[config.mk]
export PLATFORM = sky130hd
export DESIGN_NAME = interp_sched
export DESIGN_NICKNAME = d
export VERILOG_FILES = /design/src/rtl/interp_pkg.sv /design/src/rtl/interp_step_calc.sv /design/src/rtl/interp_sched.sv
export SDC_FILE = /design/constraint.sdc
export NUM_CORES = 1
export LEC_CHECK = 0
export ABC_AREA = 1
export CAP_MARGIN = 10
export CORE_MARGIN = 2
export CORE_UTILIZATION = 44
export CTS_BUF_LIST = sky130_fd_sc_hd__clkbuf_4 sky130_fd_sc_hd__clkbuf_8
export DETAILED_ROUTE_END_ITERATION = 10
export PLACE_DENSITY = 0.7
export SLEW_MARGIN = 20
export SYNTH_ARGS = -nofsm -noshare
export SYNTH_HDL_FRONTEND = slang
export SYNTH_SLANG_ARGS = --single-unit
[constraint.sdc]
create_clock -name clock -period 5.05 [get_ports clock]
set_input_delay 1.01 -clock clock [delete_from_list [all_inputs] [get_ports clock]]
set_output_delay 1.01 -clock clock [all_outputs]
set_load 0.1 [all_outputs]
[src/rtl/interp_pkg.sv]
// Shared types and constants for the interpolator sequencing controller.
package interp_pkg;

    typedef enum logic [1:0] {
        IDLE  = 2'd0,
        PRIME = 2'd1,
        RUN   = 2'd2
    } state_e;

    // Right-shift amounts whose weighted sum approximates division by 50:
    // 1/64 + 1/256 + 1/2048 - 1/65536 ~= 0.02.
    localparam int STEP_SH_A = 6;
    localparam int STEP_SH_B = 8;
    localparam int STEP_SH_C = 11;
    localparam int STEP_SH_D = 16;

    // Fast-clock cycles per input sample and the phase of the frame boundary.
    // The step arithmetic above only holds for a ratio of 50.
    localparam int RATIO_DEFAULT      = 50;
    localparam int LOAD_PHASE_DEFAULT = 24;

endpackage

[src/rtl/interp_step_calc.sv]
// Registered per-cycle increment: (v - v_prev) / 50 by shift-and-add.
module interp_step_calc
    import interp_pkg::*;
#(
    parameter int WIDTH = 20
) (
    input  logic                    clock,
    input  logic                    reset,
    input  logic signed [WIDTH-1:0] v,
    input  logic signed [WIDTH-1:0] v_prev,
    output logic signed [WIDTH-1:0] step_o
);

    logic signed [WIDTH:0]   diff;
    logic signed [WIDTH:0]   sum;
    logic signed [WIDTH-1:0] step_d;
    logic signed [WIDTH-1:0] step_q;

    // Difference is one bit wider so any pair of samples subtracts exactly.
    always_comb begin
        diff   = {v[WIDTH-1], v} - {v_prev[WIDTH-1], v_prev};
        sum    = (diff >>> STEP_SH_A) + (diff >>> STEP_SH_B)
               + (diff >>> STEP_SH_C) - (diff >>> STEP_SH_D);
        step_d = sum[WIDTH-1:0];
    end

    // Step register follows v/v_prev by one cycle, so it moves right after ld_o.
    always_ff @(posedge clock) begin
        if (reset) begin
            step_q <= '0;
        end else begin
            step_q <= step_d;
        end
    end

    assign step_o = step_q;

endmodule

[src/rtl/interp_sched.sv]
// Sequencing controller: one-sample holding register, 1-in-RATIO frame
// boundary, interpolator load/step generation and underrun accounting.
module interp_sched
    import interp_pkg::*;
#(
    parameter int WIDTH      = 20,
    parameter int RATIO      = RATIO_DEFAULT,
    parameter int LOAD_PHASE = LOAD_PHASE_DEFAULT,
    parameter int CNT_W      = 16
) (
    input  logic                    clock,
    input  logic                    reset,
    input  logic                    enable,
    input  logic                    s_valid,
    input  logic signed [WIDTH-1:0] s_data,
    output logic                    s_ready,
    output logic                    ld_o,
    output logic [WIDTH-1:0]        ld_val,
    output logic signed [WIDTH-1:0] step_o,
    output logic                    frame_o,
    output logic                    underrun_o,
    output logic [CNT_W-1:0]        underrun_cnt,
    input  logic                    clr_underrun
);

    localparam int              PH_W    = $clog2(RATIO);
    localparam logic [PH_W-1:0] PH_LAST = PH_W'(RATIO - 1);
    localparam logic [PH_W-1:0] PH_LOAD = PH_W'(LOAD_PHASE);
    localparam logic [PH_W-1:0] PH_HALF = PH_W'(RATIO / 2);

    state_e            state_q, state_d;
    logic [PH_W-1:0]   phase_q, phase_d;
    logic              hold_full_q, hold_full_d;
    logic [WIDTH-1:0]  hold_q, hold_d;
    logic [WIDTH-1:0]  v_q, v_d;
    logic [WIDTH-1:0]  v_prev_q, v_prev_d;
    logic              ld_q, ld_d;
    logic [WIDTH-1:0]  ld_val_q, ld_val_d;
    logic              frame_q, frame_d;
    logic              underrun_q, underrun_d;
    logic [CNT_W-1:0]  underrun_cnt_q, underrun_cnt_d;
    logic              boundary;
    logic              consume;
    logic              underrun_evt;

    assign boundary = (phase_q == PH_LOAD) && (state_q != IDLE);
    assign s_ready  = !hold_full_q && (state_q != IDLE);

    // Next-state logic: boundary decisions use the pre-cycle hold contents,
    // so a sample written in the boundary cycle waits for the next frame.
    always_comb begin
        state_d        = state_q;
        hold_full_d    = hold_full_q;
        hold_d         = hold_q;
        v_d            = v_q;
        v_prev_d       = v_prev_q;
        ld_d           = 1'b0;
        ld_val_d       = ld_val_q;
        consume        = 1'b0;
        underrun_evt   = 1'b0;

        case (state_q)
            IDLE: begin
                if (enable) begin
                    state_d = PRIME;
                end
            end
            PRIME: begin
                if (!enable) begin
                    state_d = IDLE;
                end else if (boundary && hold_full_q) begin
                    v_d      = hold_q;
                    v_prev_d = hold_q;
                    ld_d     = 1'b1;
                    ld_val_d = hold_q;
                    consume  = 1'b1;
                    state_d  = RUN;
                end
            end
            RUN: begin
                if (boundary) begin
                    ld_d     = 1'b1;
                    ld_val_d = v_q;
                    v_prev_d = v_q;
                    if (hold_full_q) begin
                        v_d     = hold_q;
                        consume = 1'b1;
                    end else begin
                        underrun_evt = 1'b1;
                    end
                    // Stopping freezes v so the step collapses to zero in IDLE.
                    if (!enable) begin
                        v_d     = v_q;
                        state_d = IDLE;
                    end
                end
            end
            default: begin
                state_d = IDLE;
            end
        endcase

        if (s_valid && s_ready) begin
            hold_d      = s_data;
            hold_full_d = 1'b1;
        end else if (consume) begin
            hold_full_d = 1'b0;
        end
        if (state_d == IDLE) begin
            hold_full_d = 1'b0;
        end

        if ((state_q == IDLE) || (state_d == IDLE) || (phase_q == PH_LAST)) begin
            phase_d = '0;
        end else begin
            phase_d = phase_q + PH_W'(1);
        end
        frame_d = (state_d != IDLE) && (phase_d >= PH_HALF);

        underrun_d     = underrun_q;
        underrun_cnt_d = underrun_cnt_q;
        if (clr_underrun) begin
            underrun_d     = 1'b0;
            underrun_cnt_d = '0;
        end else if (underrun_evt) begin
            underrun_d = 1'b1;
            if (underrun_cnt_q != '1) begin
                underrun_cnt_d = underrun_cnt_q + CNT_W'(1);
            end
        end
    end

    // State and output registers with synchronous reset.
    always_ff @(posedge clock) begin
        if (reset) begin
            state_q        <= IDLE;
            phase_q        <= '0;
            hold_full_q    <= 1'b0;
            hold_q         <= '0;
            v_q            <= '0;
            v_prev_q       <= '0;
            ld_q           <= 1'b0;
            ld_val_q       <= '0;
            frame_q        <= 1'b0;
            underrun_q     <= 1'b0;
            underrun_cnt_q <= '0;
        end else begin
            state_q        <= state_d;
            phase_q        <= phase_d;
            hold_full_q    <= hold_full_d;
            hold_q         <= hold_d;
            v_q            <= v_d;
            v_prev_q       <= v_prev_d;
            ld_q           <= ld_d;
            ld_val_q       <= ld_val_d;
            frame_q        <= frame_d;
            underrun_q     <= underrun_d;
            underrun_cnt_q <= underrun_cnt_d;
        end
    end

    interp_step_calc #(
        .WIDTH (WIDTH)
    ) u_step_calc (
        .clock  (clock),
        .reset  (reset),
        .v      (v_q),
        .v_prev (v_prev_q),
        .step_o (step_o)
    );

    assign ld_o         = ld_q;
    assign ld_val       = ld_val_q;
    assign frame_o      = frame_q;
    assign underrun_o   = underrun_q;
    assign underrun_cnt = underrun_cnt_q;

endmodule

Word-level counts from Yosys, hierarchy flattened
Cells that the tools add are included.

Equal/unequal tests: 10. Muxes and demuxes: 27. Magnitude comparators: 1. Add/subtract/negate cells: 6. Reductions and logical operators: 19.

Operators with widths (count): $mux 20 (6); $pmux 20 s2 (2); $sub 20x20->21 (1); $sub 17x5->18 (1); $add 16x10->17 (1); $add 15x13->16 (1); $add 16x1->16 const B (1); $ne 16x16->1 const B (1); $mux 1 (10); $mux 2 (5); $ne 2x2->1 const B (5); $reduce_bool 2->1 (4); $add 6x1->6 const B (1); $eq 6x5->1 const B (1); $eq 6x6->1 const B (1); $ge 6x5->1 const B (1); $mux 6 (1); $pmux 2 s3 (1); $reduce_and 6->1 (1); $logic_and 1x1->1 (5); $logic_not 2->1 (2); $pmux 1 s2 (2); $reduce_and 4->1 (1); $reduce_or 2->1 (2); 5 further kinds (6).

Logic and storage cells: 74. Input bits: 25. Flip-flop bits (word level): 108.

Logic depth before layout (Yosys ltp)
Word-level depth: 12. Depth in mapped cells: 32. Gate-level depth less buffers: 32.

Cells and area by module
From an unflattened synthesis, not the netlist that was laid out.

Cell total of the unflattened synthesis: 1031. Area total of the unflattened synthesis: 7005.5 sq um.

Modules (own cells, without submodules): interp_sched (seq. area each 1761.7 sq um, area an instance 3779.9 sq um, cells each 502, instances 1); interp_step_calc (seq. area each 360.3 sq um, area an instance 3225.6 sq um, cells each 529, instances 1).

Worst setup path after synthesis
OpenSTA, ideal clock, no wires.

Path type: register to register. From: register, netlist name ld_val[8]. To: register u_step_calc.step_q[12], in the netlist u_step_calc.step_o[12]. Stages on the path, launching flop included: 26. Period minus slack after synthesis: 4.644 ns. Arrival time: 4.524 ns. Path slack: 0.406 ns. Data required time: 4.929 ns. Setup time: 0.121 ns. Cell sequence: dfxtp_1 inv_1 ha_1 a21oi_1 o21ai_1 a21oi_1 nand2_1 nand2_1 nand2_2 xor2_1 nand2_1 nand2_1 inv_1 ha_1 inv_1 fa_1 inv_1 ha_1 a21oi_1 nand2_1 nand4_1 nand2_1 a21boi_0 o21bai_1 o21ai_0 a21oi_1.

RTL lines: to (signal assigned) (RTL line interp_step_calc.sv:32) `step_q <= step_d;`; to (decl) (RTL line interp_step_calc.sv:17) `logic signed [WIDTH-1:0] step_q;`.

==> results.json <==
{
  "start_util_pct": 44.5,
  "synth_cells": 1002,
  "critPathCaptureType": "register",
  "fin_crit_sh_pct": 87.7,
  "numPlacedInstances": 1277,
  "cts_hold_buf": 0,
  "path_class": "reg -> reg",
  "synthXorXnorAreaFrac_pct": 2.98,
  "synth-adder-area-share_pct": 13.7,
  "p_leak_nw": 3.67,
  "switching_share_pct": 53.4,
  "crit_slowest_cell": "fa_1",
  "r2r_cells": 26,
  "syn_avg_cell_area_um2": 6.96,
  "grt_max_degree": 52,
  "dp_hpwl_um": 12200,
  "maxSlewViolCount": 0,
  "nets": 1165,
  "yosys.area.top_type_share_pct": 30.4,
  "critPathRequiredTime_ps": 5390,
  "clockBufferDepth": 2,
  "num_vias": 6215,
  "status": "completed",
  "cts.reportedPaths.clkPinSlew_ps": 110,
  "r2r-end": "u_step_calc.step_o[14]$_SDFF_PP0_",
  "hold_path_end": "underrun_o$_SDFFE_PP0P_",
  "globalRouteOverflowTotal": 0,
  "grt_first_pass_wirelength_um": 26300,
  "synth_common_cells": "nand2_1 (197), inv_1 (169), dfxtp_1 (106)",
  "clk_latency_ps": 400,
  "max_stage_delay_ps": 490,
  "netlist_area_um2": 6970,
  "min_path_cells": 1,
  "synth.mux.area_fraction_pct": 0,
  "synth_top_flop_cell": "dfxtp_1",
  "placement.io_buffers": 84,
  "sequentialPowerShare_pct": 18.4,
  "fillers": 1613,
  "num_rows": 46,
  "wl_per_cell_um": 12.1,
  "drt_iter0_markers": 281,
  "synth_nets": 1095,
  "dieArea_um2": 16900,
  "routed_via_density": 4.81,
  "instances_no_fill": 1293,
  "start_kind": "register",
  "seq_area_frac_synth_pct": 30.4,
  "clock.fmax_ghz": 0.226,
  "pre_cts_ws_ps": 622,
  "groute.usage.overall_pct": 19.4,
  "coreArea_um2": 15700,
  "yosysTopAreaCell": "dfxtp_1",
  "setup_slack_ps": 623,
  "powerDensity_nw_per_um2": 652,
  "synth-compound-area-share_pct": 17.4,
  "critPathMostFrequentCell": "nand2_1",
  "die_h_um": 130,
  "synth-edff-count": 0,
  "fp.dieW_um": 130,
  "rsz0062_at_grt": "false",
  "routed_wl_um": 15700,
  "finalPower_mw": 5.34,
  "max_slew_margin_pct": 32.3,
  "post-route-min-period_ps": 4430,
  "synth_top_family_by_area": "simple AND/OR/NAND/NOR gates",
  "firstDrtPassIters": 5,
  "regToRegSetupSlack_ps": 620,
  "boundaryPins": 85,
  "final_antenna_net_count": 0,
  "post-cts-setup-buffers": 0,
  "crit_arrival_ps": 4770,
  "synthSimpleGateAreaFrac_pct": 24.1,
  "crit_fanout": 5,
  "ys_types": 46,
  "place.gp.congestion": 0.918,
  "p_int_mw": 2.49,
  "cts_resized": 0,
  "setup_tns_ps": 0,
  "pwr-share-comb_pct": 71.0,
  "cts.root.buffer_cell": "clkbuf_8",
  "fin_skew_ps": 21.8,
  "ys_warn_count": 0,
  "drc": 0,
  "worstHoldStart": "underrun_o$_SDFFE_PP0P_",
  "p_clk_share_pct": 10.6,
  "cts.htree.levels": 3,
  "min_path_type": "reg -> reg",
  "drv_cap": 0,
  "tritoncts": "done",
  "regArea_um2": 2120,
  "tightest_slew_ps": 1010,
  "antenna_found_initial": 0,
  "area_growth_pct": 17.4,
  "ir_drop_v": 0.000442,
  "post-synth-top-count-cell": "nand2_1",
  "multi_input_area_um2": 4060,
  "drive_gt1_share_pct": 5.39,
  "grt_pass1_vias": 5584,
  "ys_ff_latch": 106,
  "timing.rr.start": "ld_val[14]$_SDFFE_PP0P_",
  "finalSetupViolations": 0,
  "async_flop_share_pct": 0,
  "finalHoldViolCount": 0,
  "p_sw_mw": 2.85,
  "synth_area_leaders": "dfxtp_1 (30%), nand2_1 (11%), ha_1 (9.7%)",
  "numCtsBuffers": 9,
  "numClockSinks": 106,
  "antenna_cells": 0
}
power by group through the flow:
| stage | logic (mW) | registers, mW | clock network, mW |
|---|---|---|---|
| after global routing | 4.32 | 0.992 | 0.601 |
| after global placement | 3.72 | 1.00 | 0 |
| after detailed placement | 3.76 | 1.00 | 0 |
| after CTS | 3.78 | 0.983 | 0.585 |
| final | 3.79 | 0.981 | 0.565 |
| after floorplan | 2.49 | 1.52 | 0 |
placed cells by master, fill, tap and decap left out, types with 5 or more instances in the layout:
cell type and instances:
a21o_1 6, a21oi_1 82, a31oi_1 20, buf_4 5
clkbuf_8 10, clkdlybuf4s50_1 84, dfxtp_1 106, fa_1 14
ha_1 54, inv_1 168, nand2_1 197, nand2_2 11
nand3_1 36, nand4_1 11, nor2_1 90, nor2_2 5
nor3_1 11, o21a_1 5, o21ai_0 86, o21bai_1 5
xnor2_1 8, xor2_1 11
cell families (layout without fill, tap and decap cells):
kind of cell    count (synthesis)  after routing
simple gates                  383            383
buf+inv                       202            277
flops                         106            106
fa+ha+maj                      68             68
compound gates                221            221
xor+xnor                       22             22
worst max path at each step:
stage | start | end | slack (ps) | depth (start not counted)
final | ld_val[14]$_SDFFE_PP0P_ | u_step_calc.step_o[14]$_SDFF_PP0_ | 620 | 26
after global routing | ld_val[14]$_SDFFE_PP0P_ | u_step_calc.step_o[12]$_SDFF_PP0_ | 100 | 25
after CTS | ld_val[14]$_SDFFE_PP0P_ | u_step_calc.step_o[14]$_SDFF_PP0_ | 580 | 26
after detailed placement | ld_val[14]$_SDFFE_PP0P_ | u_step_calc.step_o[12]$_SDFF_PP0_ | 620 | 25
after global placement | ld_val[14]$_SDFFE_PP0P_ | u_step_calc.step_o[14]$_SDFF_PP0_ | 640 | 25
after floorplan | ld_val[8]$_SDFFE_PP0P_ | u_step_calc.step_o[12]$_SDFF_PP0_ | 410 | 25
flip-flops by register name, indices dropped and copies added (netlist names):
register            flops
hold_q                 20
underrun_o              1
underrun_cnt           16
frame_o                 1
state_q                 2
ld_val                 20
u_step_calc.step_o     18
phase_q                 6
ld_o                    1
v_q                    20
hold_full_q             1
metal layers:
layer	up-vias	part of all wire (%)	GRT usage, %
met1	2717	51	27.9
met2	117	43	29.2
met5	-	0	0
met4	0	1.7	7.27
met3	21	4.0	3.03
li1	3360	-	-
layout make-up:
class	count	area share, %
clock buffers	11	1.77
clock inverters	5	0.764
inverters	172	7.89
multi-input cells	694	49.6
flip-flops and latches	106	25.9
well taps	216	3.30
repair buffers	89	10.7
worst max-delay path, delay by kind of cell, from the launching register on:
kind | cells | cell delay, ps
simple gates | 11 | 920
fa+ha+maj | 4 | 1470
buf+inv | 4 | 180
xor+xnor | 1 | 290
compound gates | 6 | 1160
flops | 1 | 360
through the flow:
stage / hold WS [ps] / util (%) / cell area, um2
after detailed placement: 455 / 50.9 / 7970
after floorplan: 441 / - / 6970
after global placement: 454 / 50.9 / 7970
final: 469 / 52.3 / 8190
after CTS: 474 / 52.3 / 8180
after global routing: 500 / 52.3 / 8190
(Power assumes the default switching activity.)
